<file path="config.mk">
export PLATFORM = sky130hd
export DESIGN_NAME = rr_mux41_arbiter_flat
export DESIGN_NICKNAME = d
export VERILOG_FILES = /design/src/rtl/rr_mux41_arbiter_if.sv /design/src/rtl/rr_mux41_arbiter.sv /design/src/flat_wrapper.sv
export SDC_FILE = /design/constraint.sdc
export NUM_CORES = 1
export LEC_CHECK = 0
export BUFFER_PORTS_ARGS = -buffer_cell sky130_fd_sc_hd__buf_2
export CORE_MARGIN = 8
export CORE_UTILIZATION = 53
export DETAILED_ROUTE_END_ITERATION = 8
export PLACE_DENSITY_LB_ADDON = 0.08
export SLEW_MARGIN = 30
export SYNTH_ARGS = -nofsm -noshare
export SYNTH_HDL_FRONTEND = slang
export SYNTH_SLANG_ARGS = --single-unit
</file>
<file path="constraint.sdc">
create_clock -name clk -period 3.8 [get_ports clk]
set_input_delay 0.76 -clock clk [delete_from_list [all_inputs] [get_ports clk]]
set_output_delay 0.76 -clock clk [all_outputs]
set_load 0.02 [all_outputs]
</file>
<file path="src/rtl/rr_mux41_arbiter_if.sv">
// Handshake/bus bundle between four producer lanes, the arbiter and a single consumer.
interface rr_mux41_arbiter_if #(
  parameter int W = 1
);
  logic [3:0]     req;
  logic [4*W-1:0] d;
  logic           rdy;
  logic [3:0]     gnt;
  logic [1:0]     sel;
  logic           valid;
  logic [W-1:0]   o;
  logic [3:0]     hold_cnt;

  modport master (
    output req, d, rdy,
    input  gnt, sel, valid, o, hold_cnt
  );

  modport slave (
    input  req, d, rdy,
    output gnt, sel, valid, o, hold_cnt
  );
endinterface

</file>
<file path="src/rtl/rr_mux41_arbiter.sv">
// Round-robin 4:1 lane arbiter: 1-cycle req->gnt, grant held for up to MAX_HOLD transfers, stalls while rdy=0.
// Defining RR_MUX41_PRIO0_EN makes lane 0 an urgent lane that wins every arbitration and preempts after one transfer.
module rr_mux41_arbiter #(
  parameter int W        = 1,
  parameter int MAX_HOLD = 4
) (
  input logic               clk,
  input logic               rst_n,
  rr_mux41_arbiter_if.slave bus
);

  localparam logic [0:0] ST_IDLE  = 1'b0;
  localparam logic [0:0] ST_GRANT = 1'b1;
  localparam logic [3:0] LP_MAX   = 4'(MAX_HOLD);

  logic [0:0] r_state;
  logic [1:0] r_sel;
  logic [1:0] r_last;
  logic [3:0] r_gnt;
  logic [3:0] r_hold;

  logic [0:0]   w_nxt_state;
  logic [1:0]   w_nxt_sel;
  logic [1:0]   w_nxt_last;
  logic [3:0]   w_nxt_hold;
  logic [3:0]   w_sel_oh;
  logic [3:0]   w_others;
  logic         w_other;
  logic         w_xfer;
  logic         w_at_lim;
  logic         w_release;
  logic         w_urgent;
  logic [1:0]   w_rel_last;
  logic [W-1:0] w_lane [4];

  // Search order is last+1 .. last+4 (mod 4), so the previous owner is tried last.
  function automatic logic [1:0] f_pick(input logic [3:0] r, input logic [1:0] last);
    logic [1:0] idx;
    logic       found;
    f_pick = last;
    found  = 1'b0;
    for (int i = 1; i <= 4; i++) begin
      idx = last + 2'(i);
      if (!found && r[idx]) begin
        f_pick = idx;
        found  = 1'b1;
      end
    end
`ifdef RR_MUX41_PRIO0_EN
    if (r[0]) f_pick = 2'd0;
`endif
  endfunction

  assign w_sel_oh = 4'b0001 << r_sel;
  assign w_others = bus.req & ~w_sel_oh;
  assign w_other  = |w_others;
  assign w_xfer   = (r_state == ST_GRANT) && bus.rdy;
  assign w_at_lim = w_xfer && ((r_hold + 4'd1) == LP_MAX);

`ifdef RR_MUX41_PRIO0_EN
  assign w_urgent   = w_xfer && (r_sel != 2'd0) && bus.req[0];
  assign w_rel_last = (r_sel == 2'd0) ? r_last : r_sel;
`else
  assign w_urgent   = 1'b0;
  assign w_rel_last = r_sel;
`endif

  assign w_release = !bus.req[r_sel] || (w_at_lim && w_other) || w_urgent;

  always_comb begin
    w_nxt_state = r_state;
    w_nxt_sel   = r_sel;
    w_nxt_last  = r_last;
    w_nxt_hold  = r_hold;
    case (r_state)
      ST_IDLE: begin
        if (|bus.req) begin
          w_nxt_state = ST_GRANT;
          w_nxt_sel   = f_pick(bus.req, r_last);
          w_nxt_hold  = 4'd0;
        end
      end
      default: begin
        if (w_release) begin
          w_nxt_last = w_rel_last;
          w_nxt_hold = 4'd0;
          if (w_other) w_nxt_sel = f_pick(w_others, w_rel_last);
          else         w_nxt_state = ST_IDLE;
        end else if (w_xfer) begin
          // At the limit with nobody else waiting, the owner keeps the lane and the count restarts.
          w_nxt_hold = w_at_lim ? 4'd0 : (r_hold + 4'd1);
        end
      end
    endcase
  end

  always_ff @(posedge clk or negedge rst_n) begin
    if (!rst_n) begin
      r_state <= ST_IDLE;
      r_sel   <= 2'd0;
      r_last  <= 2'd3;
      r_gnt   <= 4'd0;
      r_hold  <= 4'd0;
    end else begin
      r_state <= w_nxt_state;
      r_sel   <= w_nxt_sel;
      r_last  <= w_nxt_last;
      r_hold  <= w_nxt_hold;
      r_gnt   <= (w_nxt_state == ST_GRANT) ? (4'b0001 << w_nxt_sel) : 4'b0000;
    end
  end

  for (genvar k = 0; k < 4; k++) begin : g_lane
    assign w_lane[k] = bus.d[k*W +: W];
  end

  assign bus.gnt      = r_gnt;
  assign bus.sel      = r_sel;
  assign bus.valid    = (r_state == ST_GRANT);
  assign bus.o        = (r_state == ST_GRANT) ? w_lane[r_sel] : '0;
  assign bus.hold_cnt = r_hold;

endmodule

</file>
<file path="src/flat_wrapper.sv">
// flat-port wrapper written by rule: the top's interface ports become plain ports
module rr_mux41_arbiter_flat 
#(
  parameter int W        = 1,
  parameter int MAX_HOLD = 4
)
  (clk, rst_n, bus_req, bus_d, bus_rdy, bus_gnt, bus_sel, bus_valid, bus_o, bus_hold_cnt);
  rr_mux41_arbiter_if #(.W(W)) bus_i ();
  input logic clk;
  input logic rst_n;
  input wire logic [$bits(bus_i.req)-1:0] bus_req;
  input wire logic [$bits(bus_i.d)-1:0] bus_d;
  input wire logic [$bits(bus_i.rdy)-1:0] bus_rdy;
  output wire logic [$bits(bus_i.gnt)-1:0] bus_gnt;
  output wire logic [$bits(bus_i.sel)-1:0] bus_sel;
  output wire logic [$bits(bus_i.valid)-1:0] bus_valid;
  output wire logic [$bits(bus_i.o)-1:0] bus_o;
  output wire logic [$bits(bus_i.hold_cnt)-1:0] bus_hold_cnt;
  assign bus_i.req = bus_req;
  assign bus_i.d = bus_d;
  assign bus_i.rdy = bus_rdy;
  assign bus_gnt = bus_i.gnt;
  assign bus_sel = bus_i.sel;
  assign bus_valid = bus_i.valid;
  assign bus_o = bus_i.o;
  assign bus_hold_cnt = bus_i.hold_cnt;
  rr_mux41_arbiter #(.W(W), .MAX_HOLD(MAX_HOLD)) u_core (.clk(clk), .rst_n(rst_n), .bus(bus_i));
endmodule
</file>
==> flow_summary.yaml <==
status:
  status: "finished clean"
layout:
  area_growth_pct: 15.9
  nFillCells: 184
  design_area_mm2: 0.00122
  multi_input_comb_area_um2: 689
  antennaDiodeCount: 0
  register_area_um2: 328
  drive_gt1_frac: 0.226
  nets: 163
die:
  die_area_mm2: 0.00366
  core_area_mm2: 0.00192
  die_h_um: 60.5
  rows: 16
  start_util: 0.546
  die_w_um: 60.5
  ios: 23
sta:
  post-route-min-period_ns: 3.10
  worstMarginPinSlew_ns: 0.606
  post-route-period-util: 0.815
  max_freq_ghz: 0.323
  fin_setup_tns_ns: 0
  holdWs_ns: 0.360
  setup_violations: 0
  rsz0062_at_grt: "false"
  max_slew_margin: 0.592
  finClkSkew_ns: 0.00477
  slew_viol_final: 0
  hold_viol: 0
synth:
  synth.distinct_cells: 43
  netlist_area_mm2: 0.00105
  syn_inst: 122
  post-synth-top-area-fraction: 0.262
  yosysSeqAreaShare: 0.312
  avgSynthCellArea_um2: 8.60
  synth_seq_cells: 13
  yosysTopAreaCell: "dfrtp_1"
  synth_commonest_cells: "nand2_1, o21ai_0, dfrtp_1"
  synth_area_leaders: "dfrtp_1, o21ai_0, ha_1"
  synthFlopType: "dfrtp_1"
  yosysMostFrequentCell: "nand2_1"
  async_flop_share: 1.00
  ys_warn_count: 0
  synth_nets: 138
  synth_edf_count: 0
critical_path:
  r2r_start: "u_core.bus.sel[0]$_DFF_PN0_"
  reg2reg_depth: 8
  crit_required_ns: 3.97
  end_kind: "flip-flop"
  worstSetupPathType: "flip-flop to flip-flop"
  r2r_end: "u_core.bus.gnt[2]$_DFF_PN0_"
  regToRegSetupSlack_ns: 0.70
  cp_max_fo: 16
  start_kind: "flip-flop"
  worstPathArrival_ns: 3.26
clock_network:
  htreeDepth: 1
  cts.clk_slew.worst_paths_ns: 0.08
  clk_latency_ns: 0.27
  cts_sinks: 13
  cts_buffers: 3
  root_buffer: "clkbuf_4"
  cts_tree: "yes"
  post_cts_buffers: 0
  cts-resized-gates: 0
  ctsHoldBuffers: 0
  cts_buffer_depth: 2
detailed_routing:
  highest_layer: "met4"
  route.met2.wl_mm: 1.28
  totalWireLength_mm: 2.56
  met1_length_mm: 1.11
  drc: 0
  drt-vias-per-instance: 6.06
  num_vias: 1048
  drt_iter0_drc: 38
  dr.pass1.iters: 4
  ant_nets: 0
  route.met3.wl_um: 145
  wl_per_cell_um: 14.8
power:
  finalPower_mw: 0.999
  p_sw_mw: 0.492
  powerDensity_mw_per_mm2: 821
  power_frac_clock: 0.081
  share_comb_of_total_power: 0.650
  p_sw_frac: 0.493
  p_int_mw: 0.506
  cellLeakagePower_nw: 0.545
  vdd_ir_drop_max_v: 0.000570
  seqPwrFrac: 0.269
global_routing:
  antenna_found_initial: 0
  grt_max_degree: 18
  globalRoute.totalOverflow: 0
  grt_pass1_wl_mm: 4.54
  grt_usage: 0.159
  grt_pass1_vias: 991
placed_design:
  post-dp-hpwl_mm: 1.96
  routabilityCongestion: 0.972
  placed_area_mm2: 0.00119
  placement.io_buffers: 22
run:
  cap_violations: 0
min_path:
  min_path_type: "input port to asynchronous set/reset pin"
[state kept, by name, indices dropped and copies added (netlist names)]
signal	count
u_core.bus.gnt	4
u_core.bus.valid	1
u_core.r_last	2
u_core.bus.hold_cnt	4
u_core.bus.sel	2
[power groups by stage]
stage	sequential (mW)	combinational, mW	clock (mW)
after floorplan	0.302	0.449	0
after global placement	0.268	0.632	0
after detailed placement	0.272	0.640	0
after CTS	0.269	0.647	0.0851
after global routing	0.284	0.730	0.0913
final	0.268	0.649	0.0811
[worst max-delay path by stage]
stage	start	endpoint	depth (start not counted)	slack, ns
final	u_core.bus.sel[0]$_DFF_PN0_	u_core.bus.gnt[2]$_DFF_PN0_	8	0.70
after global placement	u_core.bus.sel[0]$_DFF_PN0_	u_core.bus.gnt[2]$_DFF_PN0_	8	0.85
after floorplan	u_core.bus.sel[0]$_DFF_PN0_	u_core.bus.gnt[2]$_DFF_PN0_	9	0.99
after CTS	u_core.bus.sel[0]$_DFF_PN0_	u_core.bus.gnt[1]$_DFF_PN0_	8	0.70
after detailed placement	u_core.bus.sel[0]$_DFF_PN0_	u_core.bus.gnt[2]$_DFF_PN0_	8	0.74
after global routing	u_core.bus.sel[0]$_DFF_PN0_	u_core.bus.gnt[3]$_DFF_PN0_	9	0.39
[worst max-delay path, cell delays in order, from the launching register on]
cell and delay, ns:
dfrtp_1 0.66, clkinv_1 0.38, ha_1 0.33, nor2b_1 0.30
nor4_1 0.10, a22o_1 0.23, or4_1 0.53, o211a_1 0.27
and4_1 0.19
[kinds of logic (layout without fill, tap and decap cells)]
family,after synthesis,in the layout,share of synthesized area
buffers and inverters,8,32,0.0310
AND/OR/NAND/NOR,52,52,0.282
AO/OA/AOI/OAI,39,39,0.242
adder cells (fa/ha/maj),5,5,0.0596
flip-flops,13,13,0.312
multiplexers,5,5,0.0727
[per-layer routing]
| metal | vias to the layer above | global-route usage |
|---|---|---|
| met1 | 498 | 0.202 |
| met3 | 4 | 0.0381 |
| li1 | 518 | - |
| met2 | 28 | 0.268 |
| met5 | - | 0 |
| met4 | 0 | 0.0299 |
[per-stage QoR]
stage	cells	setup slack, ns	util
final	173	0.703	0.633
after global routing	173	0.394	0.633
after CTS	173	0.702	0.633
after detailed placement	169	0.745	0.618
after global placement	169	0.847	0.618
after floorplan	122	0.987	-
[placed cells by master, fill, tap and decap left out, drive strengths merged, types with 2 or more instances in the layout]
cell type,n
buf,23
nand2,14
o21ai,13
dfrtp,11
a21oi,8
nor2b,5
nor2,5
ha,5
nor4,4
nand2b,4
a211oi,4
inv,3
nand3,3
clkbuf,3
clkinv,3
mux4,2
a22o,2
or2b,2
or4,2
nor4bb,2
nor3,2
o41ai,2
mux2i,2
and2,2
and4,2
dfstp,2
[layout make-up]
class,count,area share
Clock buffer,3,0.0185
Clock inverter,1,0.00412
Inverter,5,0.0165
Multi-Input combinational cell,101,0.567
Sequential cell,13,0.270
Tap cell,27,0.0278
Timing Repair Buffer,23,0.0967
No activity file was read; power rests on OpenSTA's default activity.
